<file path="src/rtl/div_pkg.sv">
// Shared definitions for the iterative integer divider: op bit positions,
// controller state encoding and the divide-by-zero quotient constant.
package div_pkg;

    // req_op bit positions
    localparam int OP_SIGNED = 0;
    localparam int OP_REM    = 1;

    // Controller states
    typedef enum logic [2:0] {
        IDLE = 3'd0,
        PREP = 3'd1,
        ITER = 3'd2,
        FIX  = 3'd3,
        DONE = 3'd4
    } state_e;

    // Quotient returned for a zero divisor (all ones, sized down to WIDTH at use)
    localparam int            DIV_ZERO_W = 64;
    localparam logic [DIV_ZERO_W-1:0] DIV_ZERO_Q = '1;

endpackage

</file>
<file path="src/rtl/div_if.sv">
// Request/response handshake bundle between EXE and the divider.
interface div_if #(
    parameter int WIDTH = 32
) ();
    logic             req_valid;
    logic             req_ready;
    logic [1:0]       req_op;
    logic [WIDTH-1:0] req_src1;
    logic [WIDTH-1:0] req_src2;
    logic             resp_valid;
    logic             resp_ready;
    logic [WIDTH-1:0] resp_result;

    // EXE side
    modport master (
        output req_valid, req_op, req_src1, req_src2, resp_ready,
        input  req_ready, resp_valid, resp_result
    );

    // Divider side
    modport slave (
        input  req_valid, req_op, req_src1, req_src2, resp_ready,
        output req_ready, resp_valid, resp_result
    );
endinterface

</file>
<file path="src/rtl/div_step.sv">
// One restoring shift-subtract step: brings in the next dividend bit and
// commits the trial subtraction when it does not go negative.
module div_step #(
    parameter int WIDTH = 32
) (
    input  logic [WIDTH-1:0] rem_i,
    input  logic             dvd_bit_i,
    input  logic [WIDTH-1:0] dvs_i,
    output logic [WIDTH-1:0] rem_o,
    output logic             qbit_o
);
    logic [WIDTH:0] shifted;
    logic [WIDTH:0] trial;

    // Trial subtract at WIDTH+1 bits; the top bit is the borrow/sign
    always_comb begin
        shifted = {rem_i, dvd_bit_i};
        trial   = shifted - {1'b0, dvs_i};
        qbit_o  = ~trial[WIDTH];
        rem_o   = qbit_o ? trial[WIDTH-1:0] : shifted[WIDTH-1:0];
    end
endmodule

</file>
<file path="src/rtl/div_ctrl.sv">
// Multi-cycle divider controller (div/mod, signed/unsigned). Operands are
// converted to magnitudes, divided one bit per cycle, then sign-fixed.
// The dividend register doubles as the quotient shift register.
module div_ctrl
    import div_pkg::*;
#(
    parameter int WIDTH = 32,
    parameter int CNT_W = 5
) (
    input  logic clk,
    input  logic reset,
    input  logic flush,
    div_if.slave bus,
    output logic busy
);
    state_e           state_q;
    logic [1:0]       op_q;
    logic [WIDTH-1:0] dvd_q;
    logic [WIDTH-1:0] dvs_q;
    logic [WIDTH-1:0] rem_q;
    logic [WIDTH-1:0] resp_result_q;
    logic [CNT_W-1:0] cnt_q;
    logic             q_neg_q;
    logic             r_neg_q;
    logic             resp_valid_q;

    logic [WIDTH-1:0] rem_d;
    logic             qbit_d;
    logic             accept;

    div_step #(.WIDTH(WIDTH)) u_step (
        .rem_i     (rem_q),
        .dvd_bit_i (dvd_q[WIDTH-1]),
        .dvs_i     (dvs_q),
        .rem_o     (rem_d),
        .qbit_o    (qbit_d)
    );

    assign bus.req_ready   = (state_q == IDLE) && !flush && !reset;
    assign accept          = bus.req_valid && bus.req_ready;
    assign bus.resp_valid  = resp_valid_q;
    assign bus.resp_result = resp_result_q;
    assign busy            = (state_q != IDLE);

    // Controller FSM with its datapath registers; flush discards the operation
    always_ff @(posedge clk) begin
        if (reset) begin
            state_q       <= IDLE;
            resp_valid_q  <= 1'b0;
            resp_result_q <= '0;
            cnt_q         <= '0;
        end else if (flush) begin
            state_q      <= IDLE;
            resp_valid_q <= 1'b0;
        end else begin
            case (state_q)
                IDLE: begin
                    if (accept) begin
                        op_q  <= bus.req_op;
                        dvd_q <= bus.req_src1;
                        dvs_q <= bus.req_src2;
                        if (bus.req_src2 == '0) begin
                            // Zero divisor short-circuits with no sign fix
                            resp_result_q <= bus.req_op[OP_REM] ? bus.req_src1
                                                                : WIDTH'(DIV_ZERO_Q);
                            resp_valid_q  <= 1'b1;
                            state_q       <= DONE;
                        end else begin
                            state_q <= PREP;
                        end
                    end
                end
                PREP: begin
                    q_neg_q <= op_q[OP_SIGNED] & (dvd_q[WIDTH-1] ^ dvs_q[WIDTH-1]);
                    r_neg_q <= op_q[OP_SIGNED] & dvd_q[WIDTH-1];
                    if (op_q[OP_SIGNED] && dvd_q[WIDTH-1]) dvd_q <= -dvd_q;
                    if (op_q[OP_SIGNED] && dvs_q[WIDTH-1]) dvs_q <= -dvs_q;
                    rem_q   <= '0;
                    cnt_q   <= CNT_W'(WIDTH - 1);
                    state_q <= ITER;
                end
                ITER: begin
                    rem_q <= rem_d;
                    dvd_q <= {dvd_q[WIDTH-2:0], qbit_d};
                    cnt_q <= cnt_q - 1'b1;
                    if (cnt_q == '0) state_q <= FIX;
                end
                FIX: begin
                    if (op_q[OP_REM]) resp_result_q <= r_neg_q ? -rem_q : rem_q;
                    else              resp_result_q <= q_neg_q ? -dvd_q : dvd_q;
                    resp_valid_q <= 1'b1;
                    state_q      <= DONE;
                end
                DONE: begin
                    if (bus.resp_ready) begin
                        resp_valid_q <= 1'b0;
                        state_q      <= IDLE;
                    end
                end
                default: state_q <= IDLE;
            endcase
        end
    end
endmodule

</file>
<file path="src/flat_wrapper.sv">
// flat-port wrapper written by rule: the top's interface ports become plain ports
module div_ctrl_flat import div_pkg::*;
#(
    parameter int WIDTH = 32,
    parameter int CNT_W = 5
)
  (clk, reset, flush, busy, bus_req_valid, bus_req_op, bus_req_src1, bus_req_src2, bus_resp_ready, bus_req_ready, bus_resp_valid, bus_resp_result);
  div_if #(.WIDTH(WIDTH)) bus_i ();
  input  logic clk;
  input  logic reset;
  input  logic flush;
  output logic busy;
  input wire logic [$bits(bus_i.req_valid)-1:0] bus_req_valid;
  input wire logic [$bits(bus_i.req_op)-1:0] bus_req_op;
  input wire logic [$bits(bus_i.req_src1)-1:0] bus_req_src1;
  input wire logic [$bits(bus_i.req_src2)-1:0] bus_req_src2;
  input wire logic [$bits(bus_i.resp_ready)-1:0] bus_resp_ready;
  output wire logic [$bits(bus_i.req_ready)-1:0] bus_req_ready;
  output wire logic [$bits(bus_i.resp_valid)-1:0] bus_resp_valid;
  output wire logic [$bits(bus_i.resp_result)-1:0] bus_resp_result;
  assign bus_i.req_valid = bus_req_valid;
  assign bus_i.req_op = bus_req_op;
  assign bus_i.req_src1 = bus_req_src1;
  assign bus_i.req_src2 = bus_req_src2;
  assign bus_i.resp_ready = bus_resp_ready;
  assign bus_req_ready = bus_i.req_ready;
  assign bus_resp_valid = bus_i.resp_valid;
  assign bus_resp_result = bus_i.resp_result;
  div_ctrl #(.WIDTH(WIDTH), .CNT_W(CNT_W)) u_core (.clk(clk), .reset(reset), .flush(flush), .bus(bus_i), .busy(busy));
endmodule
</file>
<file path="config.mk">
export PLATFORM = sky130hd
export DESIGN_NAME = div_ctrl_flat
export DESIGN_NICKNAME = d
export VERILOG_FILES = /design/src/rtl/div_pkg.sv /design/src/rtl/div_if.sv /design/src/rtl/div_step.sv /design/src/rtl/div_ctrl.sv /design/src/flat_wrapper.sv
export SDC_FILE = /design/constraint.sdc
export NUM_CORES = 1
export LEC_CHECK = 0
export ABC_AREA = 1
export BUFFER_PORTS_ARGS = -buffer_cell sky130_fd_sc_hd__buf_2
export CAP_MARGIN = 40
export CORE_MARGIN = 2
export CORE_UTILIZATION = 55
export CTS_CLUSTER_DIAMETER = 100
export DETAILED_ROUTE_END_ITERATION = 8
export PLACE_DENSITY = 0.86
export SETUP_SLACK_MARGIN = 0.05
export SLEW_MARGIN = 20
export SYNTH_ARGS = -nofsm -noshare
export SYNTH_HDL_FRONTEND = slang
export SYNTH_SLANG_ARGS = --single-unit
</file>
<file path="constraint.sdc">
create_clock -name clk -period 9.5 [get_ports clk]
set_input_delay 1.9 -clock clk [delete_from_list [all_inputs] [get_ports clk]]
set_output_delay 1.9 -clock clk [all_outputs]
set_load 0.02 [all_outputs]
</file>
==> results of run 1 <==
through the flow:
step	hold slack [ns]	power, mW	setup slack, ns
after floorplan	0.471	0.785	1.52
after global placement	0.451	0.832	4.86
after detailed placement	0.454	0.836	4.83
after CTS	0.464	1.45	4.83
after global routing	0.482	1.50	4.79
final	0.463	1.46	4.84
registers in the layout (all words and copies together), names as in the netlist:
register	cells
u_core.dvd_q	32
u_core.bus.resp_valid	1
u_core.cnt_q	5
u_core.dvs_q	32
u_core.rem_q	32
u_core.q_neg_q	1
u_core.state_q	3
u_core.r_neg_q	1
u_core.op_q	2
u_core.bus.resp_result	32
kinds of logic (layout without fill, tap and decap cells):
kind of cell | count (synthesis) | count (layout) | share of synthesized area, %
buf+inv | 263 | 355 | 8.61
xor+xnor | 44 | 44 | 3.23
simple gates | 1080 | 1080 | 38.2
flops | 141 | 141 | 32.1
compound gates | 288 | 288 | 13.8
fa+ha+maj | 38 | 38 | 4.05
metal layers:
metal	vias to the layer above	global-route usage [%]	wire length [µm]
li1	6303	-	-
met1	5825	43.0	15300
met2	677	54.0	17300
met3	128	4.19	3300
met4	0	17.6	2040
met5	-	0	0
Yosys cell counts, drive strengths merged, types with 2 or more instances:
cell type and number:
a21o 3, o211ai 15, xor2 42, a21oi 109
dfxtp 41, nand2 526, edfxtp 100, nor3 34
nor2 307, nor3b 2, inv 203, o21bai 4
nand3b 14, nand3 171, ha 37, or2 4
nor4 3, o21a 2, xnor2 2, buf 20
clkbuf 39, nand4 19, a31oi 12, o21ai 112
o221ai 24
worst max-delay path by stage:
stage	from	to	slack, ns
global route	reset	bus_req_ready	4.79
floorplan	reset	u_core.dvs_q[10]	1.52
CTS	reset	bus_req_ready	4.83
detailed placement	reset	bus_req_ready	4.83
global placement	reset	bus_req_ready	4.86
finish	reset	bus_req_ready	4.84
worst reg2reg max path: stages (launching register included):
cell	delay, ns
edfxtp_1	0.46
inv_1	0.19
ha_1	0.28
fa_1	0.41
inv_1	0.14
nand3_1	0.10
nand2_2	0.16
nand3_1	0.11
nand2_2	0.12
nand2_2	0.07
nand2_2	0.12
nand2_4	0.09
nand3_2	0.32
nand2_4	0.20
nor2_1	0.19
nor2_1	0.06
cell type report:
class / instances / area (µm²) / area share, %
inverter: 204 / 766 / 5.79
sequential: 141 / 3820 / 28.9
multi-input combinational: 1450 / 7090 / 53.6
timing repair buffer: 119 / 658 / 4.98
tap: 275 / 344 / 2.60
clock inverter: 13 / 108 / 0.814
clock buffer: 19 / 433 / 3.27
power groups by stage:
stage	clock [mW]	combinational [mW]	sequential (mW)
floorplan	0	0.0967	0.689
global placement	0	0.143	0.689
detailed placement	0	0.147	0.689
CTS	0.629	0.147	0.676
global route	0.652	0.168	0.677
finish	0.628	0.152	0.677
==> impl_metrics.yaml, run 1 <==
critical_path:
  r2r_start: "u_core.dvd_q[31]"
  critPathMaxFanout: 26
  reg2reg_depth: 15
  crit_path_start_kind: "input port"
  reg2reg_slack_ns: 6.21
  cpPeakStageDelay_ns: 0.45
  critical_path_class: "in -> out"
  path_cells: "buf_2, nor2_4, nand2_2, nor2_1, buf_2"
  cp_num_buf_inv: 2
  worst_path_dominant_cell_family: "buffers and inverters"
  reg2reg_to: "u_core.rem_q[25]"
  crit_cells: 5
  cp.arrival_ns: 2.76
  cp_common_cell: "buf_2"
  required_ns: 7.60
  crit_slowest_cell: "buf_2"
  worst_setup_path_end_kind: "output pin"
global_routing:
  antenna_found_initial: 0
  gr-usage-all-layers_pct: 33.2
  grt_overflow: 0
  grt_pass1_wl_um: 59400
  grt_max_degree: 59
  grt_pass1_vias: 11800
power:
  leakage_nw: 5.91
  power.switching_mw: 0.397
  vdd_drop_max_v: 0.000124
  power_frac_seq_pct: 46.4
  p_clk_share_pct: 43.1
  p_comb_share_pct: 10.4
  p_sw_share_pct: 27.2
  power.internal_mw: 1.06
  power_density_mw_per_mm2: 110
place:
  dpl.hpwl_um: 28500
  port_buffers: 105
  place_area_mm2: 0.0127
  dp.cells: 2188
  gp_congestion: 1.03
timing:
  slew_headroom_pct: 51.3
  finalCritPeriodShare_pct: 49.1
  setup_viol_count_final: 0
  finalHoldViolCount: 0
  finClkSkew_ns: 0.0148
  tightest_slew_ns: 0.729
  setup_tns_ns: 0
  final_max_slew_viol_count: 0
  fin_crit_ns: 4.66
  fmax_mhz: 215
  rsz0062_at_grt: "no"
yosys:
  synth.top_cell.area_share_pct: 25.2
  yosysUniqueCellTypes: 49
  syn_inst: 1854
  synth_area_mm2: 0.0119
  syn_avg_cell_area_um2: 6.43
  synth_edf_count: 100
  ys_warn_count: 0
  syn_nets: 1963
  synth_flop_cell: "edfxtp_1"
  seq_area_frac_synth_pct: 32.1
  synth_area_leaders: "edfxtp_1 (25%), nand2_1 (16%), nor2_1 (9.4%)"
  ys_seq_elements: 141
  yosys.area.top_type: "edfxtp_1"
  synth-async-reset-ratio_pct: 0
route:
  routed-via-count: 12900
  drt-vias-per-instance: 5.82
  avgRoutedWirePerCell_um: 17.0
  drc_errors: 0
  dr.pass1.iters: 6
  drt_wl_total_um: 37900
  drt_iter0_drc: 1313
  drtAntennaViolNets: 0
clocking:
  clock-root-buffer: "clkbuf_16"
  post_cts_resized: 0
  insertion_delay_ns: 0.45
  clockBufferDepth: 2
  holdBufCountCts: 0
  cts_tree: "done"
  cts_buffers: 17
  cts_sinks: 141
  clkTransAtPathRegs_ns: 0.06
  htreeDepth: 4
  post-cts-setup-buffers: 0
min_path:
  min_to: "u_core.bus.resp_result[24]"
  hold_start: "u_core.bus.resp_result[24]"
  whs_path_depth: 2
  hp-class: "reg -> reg"
outcome:
  status: "finished clean"
die:
  die-width_um: 151
  pin_count: 106
  rows: 53
  core_mm2: 0.0212
  die-area_mm2: 0.0229
  initial_core_util_pct: 56.4
  dieHeight_um: 151
finish:
  fill_cells: 1954
  stdcell_count: 2221
  fin_util_pct: 62.5
  areaGrowthSynthToFinish_pct: 10.9
  final_area_mm2: 0.0132
  drive_above_1_share_pct: 9.87
  layout_commonest_cell: "nand2_1"
  diodes: 0
  final_nets: 2042
  mostFrequentLayoutCells: "nand2_1 (513), nor2_1 (297), inv_1 (195), nand3_1 (168)"
job:
  max_cap_viol_count: 0
(Power assumes the default switching activity.)
==> inputs of run 2 (changes only) <==
--- a/config.mk
+++ b/config.mk
@@ -5,7 +5,7 @@
 export SDC_FILE = /design/constraint.sdc
 export NUM_CORES = 1
 export LEC_CHECK = 0
-export ABC_AREA = 1
+export ABC_AREA = 0
 export BUFFER_PORTS_ARGS = -buffer_cell sky130_fd_sc_hd__buf_2
 export CAP_MARGIN = 40
 export CORE_MARGIN = 2
==> constraint.sdc (replaced) <==
create_clock -name clk -period 4.6 [get_ports clk]
set_input_delay 0.92 -clock clk [delete_from_list [all_inputs] [get_ports clk]]
set_output_delay 0.92 -clock clk [all_outputs]
set_load 0.02 [all_outputs]
==> impl_metrics.yaml, run 2 <==
outcome:
  status: "finished clean"
yosys:
  syn_inst: 1267
  synth_flop_cell: "edfxtp_1"
  ys_warn_count: 0
  synth-async-reset-ratio_pct: 0
  synth_area_leaders: "edfxtp_1 (28%), dfxtp_1 (7.8%), nand2_1 (7.0%)"
  yosysMostFrequentCell: "nand2_1"
  seq_area_frac_synth_pct: 36.3
  synth_area_mm2: 0.0105
  synth_edf_count: 100
  syn_nets: 1376
  yosys.area.top_type: "edfxtp_1"
  syn_avg_cell_area_um2: 8.32
  synth_top_cells_by_count: "nand2_1 (196), o21ai_0 (115), a21oi_1 (102)"
  yosysUniqueCellTypes: 67
  synth.top_cell.area_share_pct: 28.5
  ys_seq_elements: 141
power:
  p_comb_share_pct: 12.1
  power_frac_seq_pct: 44.6
  power.internal_mw: 2.37
  p_sw_share_pct: 26.7
  power.switching_mw: 0.861
  power_density_mw_per_mm2: 271
  vdd_drop_max_v: 0.000252
  leakage_nw: 4.68
  p_clk_share_pct: 43.3
critical_path:
  critical_path_class: "reg -> reg"
  crit_path_start_kind: "register"
  required_ns: 4.79
  critPathMaxFanout: 26
  cp.arrival_ns: 4.00
  worst_setup_path_end_kind: "register"
timing:
  rsz0062_at_grt: "no"
  fmax_mhz: 263
  tightest_slew_ns: 0.866
  setup_viol_count_final: 0
  finalCritPeriodShare_pct: 82.7
  finalHoldViolCount: 0
  fin_crit_ns: 3.81
  final_max_slew_viol_count: 0
  finClkSkew_ns: 0.0113
  slew_headroom_pct: 41.8
  setup_tns_ns: 0
  fin_ws_ns: 0.794
finish:
  drive_above_1_share_pct: 13.5
  fin_util_pct: 63.4
  final_nets: 1448
  mostFrequentLayoutCells: "nand2_1 (196), o21ai_0 (115), buf_2 (105), a21oi_1 (101), edfxtp_1 (100)"
  fill_cells: 1563
  diodes: 0
  areaGrowthSynthToFinish_pct: 12.9
  layout_commonest_cell: "nand2_1"
place:
  dpl.hpwl_um: 20500
  dp_slack_ns: 0.908
  port_buffers: 105
  gp_congestion: 0.951
global_routing:
  grt_pass1_vias: 9168
  gr-usage-all-layers_pct: 28.9
  grt_max_degree: 55
  grt_pass1_wl_um: 46300
  antenna_found_initial: 0
  grt_overflow: 0
clocking:
  clkTransAtPathRegs_ns: 0.06
  cts_buffers: 17
  post-cts-setup-buffers: 0
  cts_sinks: 141
  htreeDepth: 4
  clock-root-buffer: "clkbuf_16"
  holdBufCountCts: 0
  post_cts_resized: 0
  clockBufferDepth: 2
  cts_tree: "done"
  insertion_delay_ns: 0.44
die:
  die-width_um: 142
  dieHeight_um: 142
  core_mm2: 0.0188
  rows: 50
  pin_count: 106
  initial_core_util_pct: 56.2
  die-area_mm2: 0.0203
route:
  drtAntennaViolNets: 0
  drt_wl_total_um: 29000
  routed-via-count: 9986
  avgRoutedWirePerCell_um: 18.3
  drt_iter0_drc: 1078
  drc_errors: 0
  dr.pass1.iters: 6
  drt-vias-per-instance: 6.30
min_path:
  hp-class: "reg -> reg"
job:
  max_cap_viol_count: 0
[run 2: changes by cell type in the layout (fill, tap and decap cells not counted), moves of 10 or more]
| cell | delta |
|---|---|
| nor2_1 | -241 |
| inv_1 | -132 |
| nand2b_1 | +10 |
| a22oi_1 | +31 |
| o31ai_1 | +20 |
| or3_1 | +17 |
| nor4_1 | +18 |
| nand2_1 | -317 |
| o221ai_1 | -13 |
| nand3_1 | -141 |
| xor2_1 | +11 |
| xnor2_1 | +72 |
[run 2: critical path: stages (launching register included)]
cell,delay [ns]
edfxtp_1,0.44
inv_1,0.22
ha_1,0.22
fa_1,0.23
nor2b_1,0.07
o31a_1,0.28
o31ai_1,0.28
nand2_1,0.23
a221oi_2,0.36
a31oi_1,0.25
xnor2_2,0.45
buf_12,0.23
a211oi_1,0.08
o21a_1,0.19
[run 2: layer usage]
metal,global-route usage [%],vias up,part of all wire (%)
met5,0,-,0
met4,11.9,0,3.4
met3,6.02,72,10
met2,43.9,557,44
met1,40.3,4588,42
li1,-,4769,-
[run 2: layout make-up]
type	instances	area, µm²	share of cell area, %
clock buffer	21	483	4.06
clock inverter	11	103	0.862
inverter	63	236	1.99
multi-input combinational	993	6250	52.5
sequential	141	3820	32.1
tap	234	293	2.46
timing repair buffer	123	721	6.05
[run 2: cell families after synthesis]
family | count (synthesis) | share of synthesized area [%]
simple gates | 449 | 20.9
flops | 141 | 36.3
xor+xnor | 130 | 10.9
buf+inv | 133 | 4.83
compound gates | 367 | 21.7
mux | 9 | 0.866
fa+ha+maj | 38 | 4.58
[run 2: path summary, 6_finish.rpt]
path / start / to / slack (ns) / cells past startpoint
setup / recovery: u_core.dvd_q[31] / u_core.rem_q[10] / 0.79 / 13
hold / removal: u_core.bus.resp_result[1] / u_core.bus.resp_result[1] / 0.45 / 2
setup reg to reg: u_core.dvd_q[31] / u_core.rem_q[10] / 0.79 / 13
hold reg to reg: u_core.bus.resp_result[1] / u_core.bus.resp_result[1] / 0.45 / 2
[run 2: per-stage QoR]
stage	total power, mW	area [µm²]	hold WS, ns	std cells
6_report	3.23	11900	0.448	1586
4_1_cts	3.21	11800	0.449	1583
2_1_floorplan	1.72	10500	0.448	1267
3_5_place_dp	1.84	11300	0.442	1551
3_3_place_gp	1.83	11200	0.435	1550
5_1_grt	3.33	11900	0.465	1586
[run 2: power groups by stage]
stage,Sequential (mW),Combinational (mW),Clock (mW)
6_report,1.44,0.390,1.40
5_1_grt,1.44,0.431,1.46
4_1_cts,1.44,0.377,1.40
3_5_place_dp,1.47,0.374,0
3_3_place_gp,1.46,0.364,0
2_1_floorplan,1.45,0.267,0
==> inputs of run 3 (changes only) <==
--- a/config.mk
+++ b/config.mk
@@ -12,7 +12,7 @@
 export CORE_UTILIZATION = 55
 export CTS_CLUSTER_DIAMETER = 100
 export DETAILED_ROUTE_END_ITERATION = 8
-export PLACE_DENSITY = 0.86
+export PLACE_DENSITY = 0.89
 export SETUP_SLACK_MARGIN = 0.05
 export SLEW_MARGIN = 20
 export SYNTH_ARGS = -nofsm -noshare
==> constraint.sdc (replaced) <==
create_clock -name clk -period 3.4 [get_ports clk]
set_input_delay 0.68 -clock clk [delete_from_list [all_inputs] [get_ports clk]]
set_output_delay 0.68 -clock clk [all_outputs]
set_load 0.02 [all_outputs]
==> impl_metrics.yaml, run 3 (synthesis gave the netlist of run 2 again) <==
critical_path:
  reg2reg_to: "u_core.rem_q[7]"
  r2r_start: "u_core.rem_q[18]"
  crit_slowest_cell: "edfxtp_1"
  reg2reg_slack_ns: 0.16
  reg2reg_depth: 11
  path_cells: "ha_1, a21oi_2, o21a_1, o221ai_1, a21o_1, a221oi_4, a31oi_2, xnor2_2, buf_12, or3_1, a21oi_1"
  required_ns: 3.68
  crit_path_start_kind: "register"
  cpPeakStageDelay_ns: 0.46
  critical_path_class: "reg -> reg"
  critPathMaxFanout: 16
  worst_setup_path_end_kind: "register"
  cp.arrival_ns: 3.52
clocking:
  clock-root-buffer: "clkbuf_16"
  htreeDepth: 4
  cts_tree: "done"
  insertion_delay_ns: 0.43
  cts_sinks: 141
  clkTransAtPathRegs_ns: 0.06
  cts_buffers: 17
  holdBufCountCts: 0
  clockBufferDepth: 2
power:
  leakage_nw: 4.89
  vdd_drop_max_v: 0.000382
  power_density_mw_per_mm2: 358
  power_mw: 4.41
finish:
  areaGrowthSynthToFinish_pct: 16.8
  diodes: 0
  layout_commonest_cell: "nand2_1"
  drive_above_1_share_pct: 16.9
  final_nets: 1493
  final_area_mm2: 0.0123
  mostFrequentLayoutCells: "nand2_1 (195), o21ai_0 (114), buf_2 (105), a21oi_1 (100), edfxtp_1 (100)"
timing:
  fin_crit_ns: 3.24
  slew_headroom_pct: 53.0
  setup_viol_count_final: 0
  fin_ws_ns: 0.160
  rsz0062_at_grt: "yes"
  finalCritPeriodShare_pct: 95.3
  finClkSkew_ns: 0.00761
  fmax_mhz: 309
  final_max_slew_viol_count: 0
  tightest_slew_ns: 0.703
  finalHoldViolCount: 0
die:
  core_mm2: 0.0188
  die-area_mm2: 0.0203
  die-width_um: 142
  rows: 50
  pin_count: 106
  dieHeight_um: 142
  initial_core_util_pct: 56.2
place:
  place_area_mm2: 0.0116
  dp_slack_ns: 0.00789
  dpl.hpwl_um: 21600
  gp_congestion: 0.967
  port_buffers: 105
global_routing:
  gr-usage-all-layers_pct: 29.5
  antenna_found_initial: 0
  grt_pass1_vias: 9430
  grt_max_degree: 50
  grt_pass1_wl_um: 47800
  grt_overflow: 0
min_path:
  hold_start: "bus_req_op[0]"
  whs_path_depth: 1
  min_to: "u_core.op_q[0]"
  hp-class: "in -> reg"
route:
  dr.pass1.iters: 8
  drc_errors: 0
  avgRoutedWirePerCell_um: 18.3
  drt_iter0_drc: 1205
  drt-vias-per-instance: 6.29
  drt_wl_total_um: 29800
  drtAntennaViolNets: 0
  routed-via-count: 10300
outcome:
  status: "finished clean"
job:
  max_cap_viol_count: 0
==> run 3: cell count changes in the layout (fill, tap and decap cells not counted), sizes merged <==
cell      previous run  this run
inv                 68        70
buf                123       168
clkinvlp             0         2
clkbuf              21        19
clkinv               5         3
==> run 3: metal layers <==
layer  vias to the layer above  part of all wire, %  track usage [%]
li1                       4853                    -                -
met1                      4747                   41             40.4
met2                       589                   47             48.1
met3                        66                  9.8             4.27
met4                         0                  2.3             9.69
met5                         -                    0                0
==> run 3: worst max-delay path by stage <==
stage          depth (start not counted)  slack, ns        startpoint               end
2_1_floorplan                         13       0.28  u_core.dvd_q[31]  u_core.rem_q[19]
3_3_place_gp                          13       0.15  u_core.dvd_q[31]   u_core.rem_q[7]
3_5_place_dp                          13      0.008  u_core.dvd_q[31]   u_core.rem_q[7]
4_1_cts                               13       0.09  u_core.dvd_q[31]   u_core.rem_q[7]
5_1_grt                               13     -0.009  u_core.dvd_q[31]  u_core.rem_q[22]
6_report                              11       0.16  u_core.rem_q[18]   u_core.rem_q[7]
==> run 3: through the flow <==
step | std cells | util [%] | hold WS (ns) | setup TNS, ns
2_1_floorplan | 1267 | - | 0.448 | 0
3_3_place_gp | 1595 | 61.9 | 0.436 | 0
3_5_place_dp | 1596 | 62.0 | 0.441 | 0
4_1_cts | 1628 | 65.2 | 0.434 | 0
5_1_grt | 1631 | 65.6 | 0.429 | -0.00934
6_report | 1631 | 65.6 | 0.433 | 0
==> run 3: repair_timing <==
| item | 4_1_cts | 5_1_grt |
|---|---|---|
| resized for setup | 2 | 9 |
| endpoints found under the hold margin | 0 | 0 |
| setup endpoints to repair | 11 | 26 |
| pin swaps | 0 | 1 |
| setup buffers | 0 | 1 |
==> run 3: critical path, delay by kind of cell, from the launching register on <==
family	cells	cell delay (ns)
DFF	1	0.46
and+or+nand+nor	1	0.38
xor gates and xnor gates	1	0.21
AOI/OAI and AO/OA	7	1.42
adders and majority gates	1	0.43
buffers and inverters	1	0.17
==> run 3: layout make-up <==
cell class,instances,area (µm²)
clock buffers,19,464
well taps,234,293
clock inverters,13,126
multi-input cells,993,6310
inverters,63,236
repair buffers,168,1060
fillers,1484,6450
flip-flops and latches,141,3820
==> run 3: power breakdown <==
part,internal [mW],switching [mW]
registers,1.89,0.0493
logic,0.228,0.338
clock network,1.09,0.819
total,3.20,1.21
